## src/rtl/cpu_pkg.sv

```systemverilog
// Shared pipeline bus layouts and widths for the LoongArch five-stage core.
package cpu_pkg;

    localparam int unsigned XLEN        = 32;
    localparam int unsigned REG_AW      = 5;
    localparam int unsigned EX_TO_MEM_W = 77;
    localparam int unsigned MEM_TO_WB_W = 72;
    localparam int unsigned MEM_TO_ID_W = 39;
    localparam int unsigned MEM_TO_EX_W = 2;

    // Field order is MSB first, matching the packed bus vectors.
    typedef struct packed {
        logic [XLEN-1:0]   pc;
        logic              res_from_mem;
        logic              rf_we;
        logic [REG_AW-1:0] rf_waddr;
        logic [XLEN-1:0]   alu_result;
        logic              ld_b;
        logic              ld_h;
        logic              ld_u;
        logic              mem_req;
        logic              excep_en;
        logic              ertn_flush;
    } ex_to_mem_t;

    typedef struct packed {
        logic [XLEN-1:0]   pc;
        logic              rf_we;
        logic [REG_AW-1:0] rf_waddr;
        logic [XLEN-1:0]   final_result;
        logic              excep_en;
        logic              ertn_flush;
    } mem_to_wb_t;

    typedef struct packed {
        logic              load_pending;
        logic              rf_we;
        logic [REG_AW-1:0] rf_waddr;
        logic [XLEN-1:0]   final_result;
    } mem_to_id_t;

    typedef struct packed {
        logic excep_en;
        logic ertn_flush;
    } mem_to_ex_t;

    typedef enum logic [1:0] {
        S_EMPTY = 2'd0,
        S_WAIT  = 2'd1,
        S_HOLD  = 2'd2
    } mem_state_e;

endpackage

```

## src/rtl/load_align.sv

```systemverilog
// Byte-lane alignment and sign/zero extension of load data.
module load_align
    import cpu_pkg::*;
(
    input  logic [XLEN-1:0] raw_i,
    input  logic [1:0]      offset_i,
    input  logic            ld_b_i,
    input  logic            ld_h_i,
    input  logic            ld_u_i,
    output logic [XLEN-1:0] data_c
);

    logic [XLEN-1:0] shifted;

    always_comb begin
        shifted = raw_i >> {offset_i, 3'b000};
        data_c  = shifted;
        if (ld_b_i) begin
            data_c = {{24{~ld_u_i & shifted[7]}}, shifted[7:0]};
        end else if (ld_h_i) begin
            data_c = {{16{~ld_u_i & shifted[15]}}, shifted[15:0]};
        end
    end

endmodule

```

## src/rtl/mem_stage.sv

```systemverilog
// Memory-access pipeline stage: waits for data-SRAM responses, buffers load
// data across write-back stalls and drops responses orphaned by a flush.
module mem_stage
    import cpu_pkg::*;
(
    input  logic                   clk,
    input  logic                   reset,
    input  logic                   ex_to_mem_valid,
    output logic                   mem_allowin,
    input  logic [EX_TO_MEM_W-1:0] ex_to_mem_bus,
    output logic [MEM_TO_EX_W-1:0] mem_to_ex_bus,
    output logic [MEM_TO_ID_W-1:0] mem_to_id_bus,
    input  logic                   wb_allowin,
    output logic                   mem_to_wb_valid,
    output logic [MEM_TO_WB_W-1:0] mem_to_wb_bus,
    input  logic                   data_sram_data_ok,
    input  logic [XLEN-1:0]        data_sram_rdata,
    input  logic                   flush
);

    mem_state_e      state_q, state_d;
    ex_to_mem_t      payload_q, payload_d, in_bus;
    logic [XLEN-1:0] buf_data_q, buf_data_d;
    logic [1:0]      discard_cnt_q, discard_cnt_d;

    logic            mem_valid, buf_valid, data_ok_cnt, ready_go;
    logic            accept, leave, capture, cnt_inc, cnt_dec;
    logic [XLEN-1:0] raw, load_data, final_result;
    mem_to_wb_t      wb_bus;
    mem_to_id_t      id_bus;
    mem_to_ex_t      ex_bus;

    assign in_bus = ex_to_mem_t'(ex_to_mem_bus);

    // A HOLD-state instruction that issued a request has its data in the buffer.
    assign mem_valid       = (state_q != S_EMPTY);
    assign buf_valid       = (state_q == S_HOLD) && payload_q.mem_req;
    assign data_ok_cnt     = data_sram_data_ok && (discard_cnt_q == 2'd0);
    assign ready_go        = !payload_q.mem_req || buf_valid || data_ok_cnt;
    assign mem_allowin     = !mem_valid || (ready_go && wb_allowin);
    assign mem_to_wb_valid = mem_valid && ready_go;

    assign accept  = ex_to_mem_valid && mem_allowin && !flush;
    assign leave   = mem_to_wb_valid && wb_allowin;
    assign capture = (state_q == S_WAIT) && data_ok_cnt && !wb_allowin;

    // Each in-flight request killed by flush leaves one response to swallow.
    assign cnt_inc = flush && (state_q == S_WAIT) && !data_ok_cnt;
    assign cnt_dec = data_sram_data_ok && (discard_cnt_q != 2'd0);

    always_comb begin
        state_d       = state_q;
        payload_d     = payload_q;
        buf_data_d    = buf_data_q;
        discard_cnt_d = discard_cnt_q;

        if (flush) begin
            state_d = S_EMPTY;
        end else if (accept) begin
            state_d   = in_bus.mem_req ? S_WAIT : S_HOLD;
            payload_d = in_bus;
        end else if (leave) begin
            state_d = S_EMPTY;
        end else if (capture) begin
            state_d    = S_HOLD;
            buf_data_d = data_sram_rdata;
        end

        if (cnt_inc && !cnt_dec && (discard_cnt_q != 2'd3)) begin
            discard_cnt_d = discard_cnt_q + 2'd1;
        end else if (cnt_dec && !cnt_inc) begin
            discard_cnt_d = discard_cnt_q - 2'd1;
        end
    end

    always_ff @(posedge clk) begin
        if (reset) begin
            state_q       <= S_EMPTY;
            payload_q     <= '0;
            buf_data_q    <= '0;
            discard_cnt_q <= '0;
        end else begin
            state_q       <= state_d;
            payload_q     <= payload_d;
            buf_data_q    <= buf_data_d;
            discard_cnt_q <= discard_cnt_d;
        end
    end

    assign raw = buf_valid ? buf_data_q : data_sram_rdata;

    load_align u_load_align (
        .raw_i    (raw),
        .offset_i (payload_q.alu_result[1:0]),
        .ld_b_i   (payload_q.ld_b),
        .ld_h_i   (payload_q.ld_h),
        .ld_u_i   (payload_q.ld_u),
        .data_c   (load_data)
    );

    assign final_result = payload_q.res_from_mem ? load_data : payload_q.alu_result;

    always_comb begin
        wb_bus.pc           = payload_q.pc;
        wb_bus.rf_we        = payload_q.rf_we && mem_valid;
        wb_bus.rf_waddr     = payload_q.rf_waddr;
        wb_bus.final_result = final_result;
        wb_bus.excep_en     = payload_q.excep_en;
        wb_bus.ertn_flush   = payload_q.ertn_flush;

        id_bus.load_pending = mem_valid && payload_q.res_from_mem && !ready_go;
        id_bus.rf_we        = payload_q.rf_we && mem_valid;
        id_bus.rf_waddr     = payload_q.rf_waddr;
        id_bus.final_result = final_result;

        ex_bus.excep_en     = payload_q.excep_en && mem_valid;
        ex_bus.ertn_flush   = payload_q.ertn_flush && mem_valid;
    end

    assign mem_to_wb_bus = MEM_TO_WB_W'(wb_bus);
    assign mem_to_id_bus = MEM_TO_ID_W'(id_bus);
    assign mem_to_ex_bus = MEM_TO_EX_W'(ex_bus);

endmodule

```

## config.mk

```make
export PLATFORM = sky130hd
export DESIGN_NAME = mem_stage
export DESIGN_NICKNAME = d
export VERILOG_FILES = /design/src/rtl/cpu_pkg.sv /design/src/rtl/load_align.sv /design/src/rtl/mem_stage.sv
export SDC_FILE = /design/constraint.sdc
export NUM_CORES = 1
export LEC_CHECK = 0
export BUFFER_PORTS_ARGS = -buffer_cell sky130_fd_sc_hd__buf_2
export CORE_MARGIN = 1.5
export CORE_UTILIZATION = 46
export DETAILED_ROUTE_END_ITERATION = 10
export PLACE_DENSITY_LB_ADDON = 0.05
export RECOVER_POWER = 100
export SLEW_MARGIN = 10
export SYNTH_ARGS = -nofsm -noshare
export SYNTH_HDL_FRONTEND = slang
export SYNTH_SLANG_ARGS = --single-unit
```

## constraint.sdc

```tcl
create_clock -name clk -period 2.87 [get_ports clk]
set_input_delay 0.287 -clock clk [delete_from_list [all_inputs] [get_ports clk]]
set_output_delay 0.287 -clock clk [all_outputs]
set_load 0.005 [all_outputs]
```

==> results.ini <==
[synthesis]
synth_warnings = 0
syn_area_per_cell_um2 = 8.39
ys_seq_elements = 113
synth_cells = 723
ys_types = 33
synth-seq-area-share_pct = 37.3
synth_edf_count = 0
synth_flop_cell = dfxtp_1
syn_nets = 838
synthArstFlopShare_pct = 0
netlist_area_mm2 = 0.00607

[clock_network]
cts_tree = yes
clk_pin_slew_ps = 50
clockBufferDepth = 2
postCtsHoldBufs = 0
insertion_delay_ps = 410
htree_levels = 4
root_buffer = clkbuf_16
clkSinkCount = 113
numCtsBuffers = 17

[critical_path]
r2r_cells = 6
cpLargestDelayFamily = buffers and inverters
critPathLaunchType = flop
cpPeakStageDelay_ps = 380
critical_path_buf_inv_count = 4
worstSetupPathType = reg2out
crit_cells = 9
critPathRequiredTime_ps = 2580
worstPathMaxFanout = 15
cp-end-kind = output port
cp.arrival_ps = 2460
crit_start = payload_q[2]
cp_slowest_cell = mux2_2
r2r_start = discard_cnt_q[0]
endpoint = mem_to_wb_bus[19]
rrSetupSlack_ps = 200
cp_cell_sequence = nand3b_1 -> buf_6 -> buf_12 -> mux2_2 -> a32oi_4 -> buf_4 -> a21oi_1 -> o22a_1 -> buf_2
timing.rr.end = buf_data_q[17]

[timing]
fin_skew_ps = 4.02
maxSlewViolCount = 0
finalHoldViolCount = 0
fin_tns_setup_ps = 0
slew_headroom_pct = 17.8
finalSetupViolations = 0
setup_slack_ps = 124
tightest_slew_ps = 1230
rsz0062_at_grt = no
post-route-period-util_pct = 95.7
fmax_mhz = 364
period_minus_slack_ps = 2750

[placed_design]
dp_hpwl_um = 12400
dp_cells = 1011
port_buffers = 229
gp_congestion = 0.875
placed_area_mm2 = 0.00679
dp_slack_ps = 11.8

[drt]
ant_nets = 0
wl_um = 17400
firstDrtPassIters = 5
drt-wirelength-per-cell_um = 16.5
drcViolationCount = 0
vias = 5582
viasPerCell = 5.28
drtIter0Drc = 385

[global_route]
grt_overflow_total = 0
grt_antenna_before_repair = 0
grt_max_degree = 67
grt_pass1_vias = 5296
grt_usage_pct = 25.1
use_met1_pct = 31.8
met3_usage_pct = 6.01
grtUsageMet2_pct = 41.1
top_usage_layer = met2
grt_pass1_wl_um = 27500

[pwr]
power_density_mw_per_mm2 = 577
leakagePower_nw = 3.15
finalPower_mw = 4.29
ir_drop_uv = 393

[finish]
nets = 988
finalNonFillerCells = 1057
area_growth_pct = 22.4
fin_area_mm2 = 0.00743
antennaDiodeCount = 0
drive_above_1_share_pct = 32.7

[floorplanning]
start_util_pct = 47.7
core-area_mm2 = 0.0127
io_pins = 230
num_rows = 41
die_x_um = 118
chipHeight_um = 118
die-area_mm2 = 0.0139

[hold_path]
hold_path.class = in2reg

[job]
max_cap_viol_count = 0

[outcome]
status = complete, no violations

==> kinds of logic (layout without fill, tap and decap cells) <==
| group | after synthesis | after routing | synth area share, % |
|---|---|---|---|
| AO/OA/AOI/OAI | 151 | 152 | 15.2 |
| buffers and inverters | 136 | 297 | 14.2 |
| flip-flops | 113 | 113 | 37.3 |
| multiplexers | 69 | 69 | 16.5 |
| AND/OR/NAND/NOR | 254 | 254 | 16.7 |
==> worst reg2reg max path, delay by kind of cell, from the launching register on <==
family | cells | cell delay (ps)
AND/OR/NAND/NOR | 4 | 1050
buffers and inverters | 1 | 850
flip-flops | 1 | 350
multiplexers | 1 | 290
==> area by class of cell <==
| cell class | count | area [um2] |
|---|---|---|
| Clock buffer | 25 | 485 |
| Clock inverter | 6 | 80.1 |
| Tap cell | 172 | 215 |
| Sequential cell | 113 | 2260 |
| Inverter | 5 | 18.8 |
| Timing Repair Buffer | 261 | 1390 |
| Fill cell | 1256 | 5300 |
| Multi-Input combinational cell | 475 | 2980 |
==> through the flow <==
| stage | utilization, % | hold slack [ps] |
|---|---|---|
| 2_1_floorplan | - | 364 |
| 3_3_place_gp | 53.4 | 438 |
| 3_5_place_dp | 53.4 | 447 |
| 4_1_cts | 58.4 | 97.3 |
| 5_1_grt | 58.4 | 107 |
| 6_report | 58.4 | 106 |
==> registers in the layout, summed over array words and instances (netlist names) <==
name	cells
discard_cnt_q	2
state_q	2
payload_q	38
buf_data_q	32
mem_to_id_bus	5
mem_to_wb_bus	34
==> routing by layer <==
layer	wire [um]	up-vias
met5	0	-
met4	510	0
met3	1190	32
met2	8250	225
met1	7460	2632
li1	-	2693
==> cells in the final DEF (no fill, tap or decap), types with 2 or more instances in the layout <==
cell type	Yosys	layout
a21oi_1	98	98
a22oi_1	7	6
a31oi_1	8	8
buf_1	3	2
buf_12	0	3
buf_2	15	187
buf_4	79	21
buf_6	5	4
bufinv_16	0	2
clkbuf_1	29	42
clkbuf_16	0	17
clkbuf_2	0	5
clkbuf_4	0	2
clkbuf_8	0	3
clkinv_2	0	4
dfxtp_1	113	112
inv_1	5	5
mux2_2	9	9
mux2i_1	36	35
mux4_2	24	24
nand2_1	185	185
nand2b_1	3	3
nand3_1	2	2
nand3b_1	2	2
nor2_1	50	50
nor2b_1	5	5
nor3_1	3	3
o21ai_0	6	6
o21ai_4	0	2
o22a_1	24	24
==> where the power goes <==
| group | leakage (nW) | total [mW] | internal, mW | switching, mW |
|---|---|---|---|---|
| Combinational | 1.95 | 0.595 | 0.268 | 0.327 |
| Sequential | 0.920 | 1.66 | 1.63 | 0.0342 |
| Clock | 0.281 | 2.03 | 1.33 | 0.699 |
==> Yosys cell counts (3+ instances only) <==
| cell | instances | area share (%) |
|---|---|---|
| nand2_1 | 185 | 11 |
| dfxtp_1 | 113 | 37 |
| a21oi_1 | 98 | 8.1 |
| buf_4 | 79 | 9.8 |
| nor2_1 | 50 | 3.1 |
| mux2i_1 | 36 | 5.9 |
| clkbuf_1 | 29 | 1.8 |
| mux4_2 | 24 | 8.9 |
| o22a_1 | 24 | 3.5 |
| buf_2 | 15 | 1.2 |
| mux2_2 | 9 | 1.7 |
| a31oi_1 | 8 | 0.82 |
| a22oi_1 | 7 | 0.87 |
| o21ai_0 | 6 | 0.49 |
| buf_6 | 5 | 0.93 |
| inv_1 | 5 | 0.31 |
| nor2b_1 | 5 | 0.52 |
| buf_1 | 3 | 0.19 |
| nand2b_1 | 3 | 0.31 |
| nor3_1 | 3 | 0.25 |
==> repair_timing <==
action                     CTS  global route
pin swaps                    3             5
resized for setup            6             6
setup endpoints to repair   48            44
gates cloned                 1             0
buffers inserted             4            10
==> worst min-delay path by stage <==
stage / slack, ps / endpoint / start / cells after the start
after floorplan: 360 / state_q[1] / flush / 1
after global placement: 440 / mem_to_wb_bus[68] / mem_to_wb_bus[68] / 2
after detailed placement: 450 / mem_to_wb_bus[44] / mem_to_wb_bus[44] / 2
after CTS: 100 / payload_q[35] / ex_to_mem_bus[35] / 3
after global routing: 110 / payload_q[27] / ex_to_mem_bus[27] / 3
final: 110 / payload_q[35] / ex_to_mem_bus[35] / 3
Note: power is estimated with default switching activity, not from simulation.
